## src/rtl/host_bus_if_pkg.sv

```systemverilog
// Shared definitions for the host bus responder: default widths and FSM state encoding.
package host_bus_if_pkg;

    localparam int unsigned DefAddrW = 13;
    localparam int unsigned DefDataW = 8;

    typedef enum logic [2:0] {
        StIdle    = 3'd0,
        StWrPulse = 3'd1,
        StRdWait  = 3'd2,
        StRdDrive = 3'd3,
        StRelease = 3'd4
    } hbState_e;

endpackage

```

## src/rtl/host_bus_if_strobe_sync.sv

```systemverilog
// Multi-flop synchronizer for an active-low async host strobe, with a 1->0 edge detector
// on the synchronized level.
module host_bus_if_strobe_sync #(
    parameter int unsigned SYNC_STAGES = 2
) (
    input  logic clk,
    input  logic nrst,
    input  logic strobeN,
    output logic level,
    output logic fall
);

    logic [SYNC_STAGES-1:0] syncQ;
    logic                   prevQ;

    // Flops reset to 1 so a strobe already low at reset release still yields a fall.
    always_ff @(posedge clk) begin
        if (!nrst) begin
            syncQ <= '1;
            prevQ <= 1'b1;
        end else begin
            syncQ <= {syncQ[SYNC_STAGES-2:0], strobeN};
            prevQ <= syncQ[SYNC_STAGES-1];
        end
    end

    always_comb begin
        level = syncQ[SYNC_STAGES-1];
        fall  = prevQ & ~syncQ[SYNC_STAGES-1];
    end

endmodule

```

## src/rtl/host_bus_if.sv

```systemverilog
// Host-side bus responder: synchronizes host strobes, turns writes into VRAM write pulses and
// serves reads from the second VRAM port onto the host data bus via a registered enable.
module host_bus_if
    import host_bus_if_pkg::*;
#(
    parameter int unsigned ADDR_W      = DefAddrW,
    parameter int unsigned DATA_W      = DefDataW,
    parameter int unsigned SYNC_STAGES = 2,
    parameter int unsigned RD_LATENCY  = 1
) (
    input  logic              clk,
    input  logic              nrst,
    input  logic [ADDR_W-1:0] hostAddr,
    input  logic [DATA_W-1:0] hostDataIn,
    input  logic              nHostRd,
    input  logic              nHostWr,
    output logic [DATA_W-1:0] hostDataOut,
    output logic              hostDataOe,
    output logic [ADDR_W-1:0] vramWrAddr,
    output logic [DATA_W-1:0] vramWrData,
    output logic              vramWr,
    output logic [ADDR_W-1:0] vramRdAddr2,
    input  logic [DATA_W-1:0] vramRdData2,
    output logic              busy,
    output logic              protoErr
);

    localparam int unsigned CntW = $clog2(RD_LATENCY + 1);

    logic rdLevel, rdFall, wrLevel, wrFall;

    host_bus_if_strobe_sync #(
        .SYNC_STAGES(SYNC_STAGES)
    ) u_rdSync (
        .clk    (clk),
        .nrst   (nrst),
        .strobeN(nHostRd),
        .level  (rdLevel),
        .fall   (rdFall)
    );

    host_bus_if_strobe_sync #(
        .SYNC_STAGES(SYNC_STAGES)
    ) u_wrSync (
        .clk    (clk),
        .nrst   (nrst),
        .strobeN(nHostWr),
        .level  (wrLevel),
        .fall   (wrFall)
    );

    hbState_e          stateQ, stateD;
    logic [CntW-1:0]   cntQ, cntD;
    logic [ADDR_W-1:0] wrAddrQ, wrAddrD, rdAddrQ, rdAddrD;
    logic [DATA_W-1:0] wrDataQ, wrDataD, doutQ, doutD;
    logic              wrPulseQ, wrPulseD, oeQ, oeD, errQ, errD;

    always_ff @(posedge clk) begin
        if (!nrst) begin
            stateQ   <= StIdle;
            cntQ     <= '0;
            wrAddrQ  <= '0;
            wrDataQ  <= '0;
            rdAddrQ  <= '0;
            doutQ    <= '0;
            wrPulseQ <= 1'b0;
            oeQ      <= 1'b0;
            errQ     <= 1'b0;
        end else begin
            stateQ   <= stateD;
            cntQ     <= cntD;
            wrAddrQ  <= wrAddrD;
            wrDataQ  <= wrDataD;
            rdAddrQ  <= rdAddrD;
            doutQ    <= doutD;
            wrPulseQ <= wrPulseD;
            oeQ      <= oeD;
            errQ     <= errD;
        end
    end

    always_comb begin
        stateD   = stateQ;
        cntD     = cntQ;
        wrAddrD  = wrAddrQ;
        wrDataD  = wrDataQ;
        rdAddrD  = rdAddrQ;
        doutD    = doutQ;
        wrPulseD = 1'b0;
        oeD      = 1'b0;
        errD     = errQ;

        unique case (stateQ)
            StIdle: begin
                if (wrFall && rdFall) begin
                    errD   = 1'b1;
                    stateD = StRelease;
                end else if (wrFall) begin
                    wrAddrD = hostAddr;
                    wrDataD = hostDataIn;
                    stateD  = StWrPulse;
                end else if (rdFall) begin
                    rdAddrD = hostAddr;
                    cntD    = '0;
                    stateD  = StRdWait;
                end
            end
            StWrPulse: begin
                // The registered pulse lands one edge later, while the FSM sits in StRelease.
                wrPulseD = 1'b1;
                if (rdFall) errD = 1'b1;
                stateD = StRelease;
            end
            StRdWait: begin
                if (wrFall) errD = 1'b1;
                if (rdLevel) begin
                    errD   = 1'b1;
                    stateD = StRelease;
                end else if (cntQ == CntW'(RD_LATENCY)) begin
                    doutD  = vramRdData2;
                    oeD    = 1'b1;
                    stateD = StRdDrive;
                end else begin
                    cntD = cntQ + CntW'(1);
                end
            end
            StRdDrive: begin
                if (wrFall) errD = 1'b1;
                if (rdLevel) stateD = StIdle;
                else         oeD    = 1'b1;
            end
            StRelease: begin
                if (rdFall || wrFall) errD = 1'b1;
                if (rdLevel && wrLevel) stateD = StIdle;
            end
            default: stateD = StIdle;
        endcase
    end

    always_comb begin
        hostDataOut = doutQ;
        hostDataOe  = oeQ;
        vramWrAddr  = wrAddrQ;
        vramWrData  = wrDataQ;
        vramWr      = wrPulseQ;
        vramRdAddr2 = rdAddrQ;
        busy        = (stateQ != StIdle);
        protoErr    = errQ;
    end

endmodule

```

## config.mk

```make
export PLATFORM = sky130hd
export DESIGN_NAME = host_bus_if
export DESIGN_NICKNAME = d
export VERILOG_FILES = /design/src/rtl/host_bus_if_pkg.sv /design/src/rtl/host_bus_if_strobe_sync.sv /design/src/rtl/host_bus_if.sv
export SDC_FILE = /design/constraint.sdc
export NUM_CORES = 1
export LEC_CHECK = 0
export CORE_ASPECT_RATIO = 0.8
export CORE_MARGIN = 1.5
export CORE_UTILIZATION = 42
export DETAILED_ROUTE_END_ITERATION = 12
export GPL_ROUTABILITY_DRIVEN = 1
export HOLD_SLACK_MARGIN = 0.06
export PLACE_DENSITY = 0.8
export SYNTH_ARGS = -nofsm -noshare
export SYNTH_HDL_FRONTEND = slang
export SYNTH_SLANG_ARGS = --single-unit
```

## constraint.sdc

```tcl
create_clock -name clk -period 1.8 [get_ports clk]
set_input_delay 0.36 -clock clk [delete_from_list [all_inputs] [get_ports clk]]
set_output_delay 0.36 -clock clk [all_outputs]
set_load 0.05 [all_outputs]
```

After elaboration in Yosys (flattened, before gate mapping) --
Index checks and enable logic that the tools add are counted.
Storage, ports and cells: flip-flop bits (word level) 55, logic and storage cells 73, output and inout port bits 46, input bits 33
Operators by class: add/sub/neg operators 1, reductions and logical operators 13, equal/unequal tests 15, bitwise gates (word level) 6, mux-type cells 25
Operator list (count):
- $mux W3 | 7
- $ne A2 B2 Y1 const B | 8
- $pmux W3 S5 | 1
- $mux W1 | 14
- $reduce_and A4 Y1 | 3
- $eq A3 B2 Y1 const B | 2
- $reduce_and A3 Y1 | 2
- $pmux W1 S5 | 1
- $reduce_and A5 Y1 | 1
- $reduce_bool A5 Y1 | 1
- $ne A4 B4 Y1 const B | 1
- $not A1 Y1 | 4
- $pmux W1 S2 | 2
- $eq A3 B1 Y1 const B | 1
- $eq A3 B3 Y1 const B | 1
- $logic_not A3 Y1 | 1
- $ne A3 B2 Y1 const B | 1
- $reduce_bool A3 Y1 | 1
- $and A1 B1 Y1 | 2
- $logic_and A1 B1 Y1 | 2
- $ne A2 B1 Y1 const B | 1
- $reduce_bool A2 Y1 | 1
- $add A1 B1 Y1 const B | 1
- $logic_or A1 B1 Y1 | 1

Longest topological paths before layout --
depth after elaboration 6, depth in mapped cells 7, depth with buffers taken out 5

By module --
Synthesis repeated with hierarchy kept, for this count alone.
Second synthesis, totals: cells, all modules 243, area total of the unflattened synthesis 2163.3 sq um
By module, submodules not included:
- host_bus_if | area each 1993.2 sq um, sequential area each 980.9 sq um, cells an instance 229, times used 1
- host_bus_if_strobe_sync | area each 85.1 sq um, sequential area each 60.1 sq um, cells an instance 7, times used 2

Worst setup path after synthesis --
No wires, ideal clock.
path kind register -> register, start point register stateQ[2], end point register wrAddrQ[10], in the netlist vramWrAddr[10], clock period less this slack 1.608 ns, data arrival time 1.476 ns, library setup time 0.132 ns, path buffers 2, data required time 1.668 ns, stages on the path, launching flop included 8, slack 0.192 ns, cell sequence dfxtp_1 buf_2 nor3_4 inv_2 or3_4 buf_6 nand2_1 a21oi_1
Between the ends: cells in the longest elaborated chain, start to end 2
RTL lines:
- start, declared | RTL line host_bus_if.sv:52 | hbState_e stateQ, stateD;
- start signal, assigned | RTL line host_bus_if.sv:60 | stateQ <= StIdle;
- start signal, assigned | RTL line host_bus_if.sv:70 | stateQ <= stateD;
- $logic_not A3 Y1 | RTL line host_bus_if.sv:93 | unique case (stateQ)
- $reduce_and A3 Y1 (no line)
- end signal, assigned | RTL line host_bus_if.sv:72 | wrAddrQ <= wrAddrD;
- end, declared | RTL line host_bus_if.sv:54 | logic [ADDR_W-1:0] wrAddrQ, wrAddrD, rdAddrQ, rdAddrD;
Every way passes these cells. A chain may end at the register's enable or synchronous reset.

Worst setup path after layout --
start point register stateQ[2], end point register wrDataQ[7], in the netlist vramWrData[7]
Between the ends: cells in the longest elaborated chain, start to end 2
RTL lines:
- $logic_not A3 Y1 | RTL line host_bus_if.sv:93
- $reduce_and A3 Y1 (no line)
- end signal, assigned | RTL line host_bus_if.sv:73 | wrDataQ <= wrDataD;
- end, declared | RTL line host_bus_if.sv:55 | logic [DATA_W-1:0] wrDataQ, wrDataD, doutQ, doutD;
Every way passes these cells.

==> run metrics <==
vias in the first global route=1,595; HPWL Detailed=3020 microns; Critical Path Stages=5; # IOs=a little under 80; buffers added on ports=78; htree depth=2; Final Hold Slack=approximately 0.4 ns; synth warn=0; RSZ-0062 raised after global routing=false; CP Cell Sequence=nor3_4 > inv_2 > or3_4 > nand2_1 > a21oi_1; WHS Path Cells=1; total CTS buffers=5; CP max stage delay=0.52 ns; CP startpoint=stateQ[2]$_SDFFE_PN0P_; Seq/Total Area, Yosys=0.555; max cap viols=0; Final min period=1.55 ns; static leakage=approximately 1.3 nW; Max Slew Vio Count=0; HP Class=reg2reg; drt initial violations=55; CTS root buf=clkbuf_8; clock sink count=55; r2r startpoint=stateQ[2]$_SDFFE_PN0P_; first-pass GRT wire length=7100 microns; Max-slew headroom=0.743; drt first pass iters=4; WP buf/inv=1; Final period util=0.863; maximum clock frequency=644 MHz; Clock Path Buffers=2; Syn Inst Count=between 200 and 250; CTS clk-pin slew, worst paths=0.09 ns; FF+latch count, synth=55; clk_skew=0.00286 ns; Worst-Skew Late Latency=0.29 ns; unique cell type count in the Yosys netlist=29; pwr dens=825 mW/mm^2; post-synth top area cell=dfxtp_1; RePlAce Congestion=roughly 0.68; Core ar.=0.00457 sq mm; largest net degree at the start of global routing=48; Nets=326; routed vias=1,672; critical path class=reg2reg; R2R Path End=vramWrData[7]$_SDFFE_PN0P_; CP Capture Type=register; Mapped Area=just under 0.002 sq mm; Mapped Avg Cell Area=9.27 sq um; Site Rows=22; WP data required=1.98 ns; PostCTS Resize Cnt=0; peak supply drop=0.400 mV; grt ovf=0; DR vias/cell=4.72; share of the synthesized area in the top cell type=0.555; startpoint types=register; Hold-fix buffers, CTS=0; Crit path max-delay family=simple AND/OR/NAND/NOR gates; initial antenna violation count=0; Max FO, Critical Path=22; worst slew pin tran=0.382 ns; GR Util All Layers=0.176; share of layout cells above drive strength 1=0.224; Final setup viols=0; DRC viols=0; leading post-synthesis cells by cell area=dfxtp_1, mux2i_1, nand2_1; Setup TNS Final=0 ns; Die Footprint=0.00515 sq mm; TritonCTS clock tree=yes; Die Span Y=about 64 microns; Die W=79.8 microns; reg2reg path depth=5; Worst Path Arrival=1.73 ns; Initial Utilization=0.434; Setup Buffers After CTS=0; FF-to-FF setup slack=~0.25 ns; commonest non-fill, non-tap cell in the layout=dfxtp_1; fill count=407; Routed WL per cell=12.2 microns; Net Count, Synth=247; Slowest cell on crit path=or3_4; DRT Wirelength=4320 microns; ANT nets after route=0; Worst Hold Launch=u_wrSync.syncQ[0]$_SDFF_PN1_; commonest cells after routing, fill and taps aside=dfxtp_1, buf_4, nand2_1; Antenna diodes=0; final hold vios=0; overall power=2.33 mW; Area Overhead vs Synth=42.7%; status=finished, final reports clean; destination of the worst hold path=u_wrSync.syncQ[1]$_SDFF_PN1_
-- per-stage QoR --
step	area (sq um)	setup WS, ns	utilization	cells
finish	2830	0.247	0.619	354
global route	2830	0.168	0.619	354
CTS	2830	0.236	0.619	354
detailed placement	2730	0.257	0.597	346
global placement	2730	0.292	0.597	346
floorplan	1980	0.192	-	214
-- cell type report --
cell class | count | area, sq um | area share
tap | 60 | 75.1 | 0.0265
sequential | 55 | 1100 | 0.389
timing repair buffer | 86 | 751 | 0.265
clock buffer | 8 | 100 | 0.0354
multi-input combinational | 142 | 792 | 0.280
inverter | 3 | 11.3 | 0.00398
-- state kept, by name (all words and copies together), names as in the netlist --
| register | cells |
|---|---|
| vramWr | 1 |
| vramWrAddr | 13 |
| u_wrSync.prevQ | 1 |
| u_rdSync.syncQ | 2 |
| hostDataOut | 8 |
| hostDataOe | 1 |
| vramRdAddr2 | 13 |
| protoErr | 1 |
| cntQ | 1 |
| stateQ | 3 |
| u_wrSync.syncQ | 2 |
| vramWrData | 8 |
| u_rdSync.prevQ | 1 |
-- Yosys cell counts --
cell type   n
nand2b_1   10
nor3_2      1
nor3_1      2
clkbuf_1    4
nor3b_1     1
buf_2       6
dfxtp_1    55
buf_6       2
a311oi_1    1
nor3_4      1
inv_1       2
mux2i_1    21
o21a_1      1
a21oi_2     1
buf_4       1
nand3b_1    1
o21ai_0     2
or3_4       1
o31ai_1     1
nor2b_1     1
nor2_1     25
a221oi_1    1
o31a_1      1
a21oi_1    24
a31oi_1     1
nand3_1     1
nand2_1    44
inv_2       1
buf_1       1
-- layer usage --
metal  wire length (microns)  track usage
met2                    2010        0.291
met4                      40       0.0517
met1                    1980        0.218
met3                     290       0.0577
met5                       0            0
-- how the worst max path moves through the flow --
stage | end | slack (ns)
final | vramWrData[7]$_SDFFE_PN0P_ | 0.25
after global placement | vramWrAddr[4]$_SDFFE_PN0P_ | 0.29
after CTS | vramWrData[7]$_SDFFE_PN0P_ | 0.24
after global routing | vramWrAddr[2]$_SDFFE_PN0P_ | 0.17
after floorplan | vramWrAddr[10]$_SDFFE_PN0P_ | 0.19
after detailed placement | vramWrData[7]$_SDFFE_PN0P_ | 0.26
-- where the power goes --
part	internal (mW)	switching [mW]
combinational	0.152	0.198
sequential	1.25	0.0225
clock	0.352	0.360
-- cell families (layout without fill, tap and decap cells) --
| logic type | after synthesis | count (layout) | share of synthesized area |
|---|---|---|---|
| AO/OA/AOI/OAI | 33 | 33 | 0.0940 |
| flip-flops | 55 | 55 | 0.555 |
| multiplexers | 21 | 21 | 0.106 |
| buffers and inverters | 17 | 97 | 0.0454 |
| AND/OR/NAND/NOR | 88 | 88 | 0.199 |
Power figures use the tool's default switching activity.
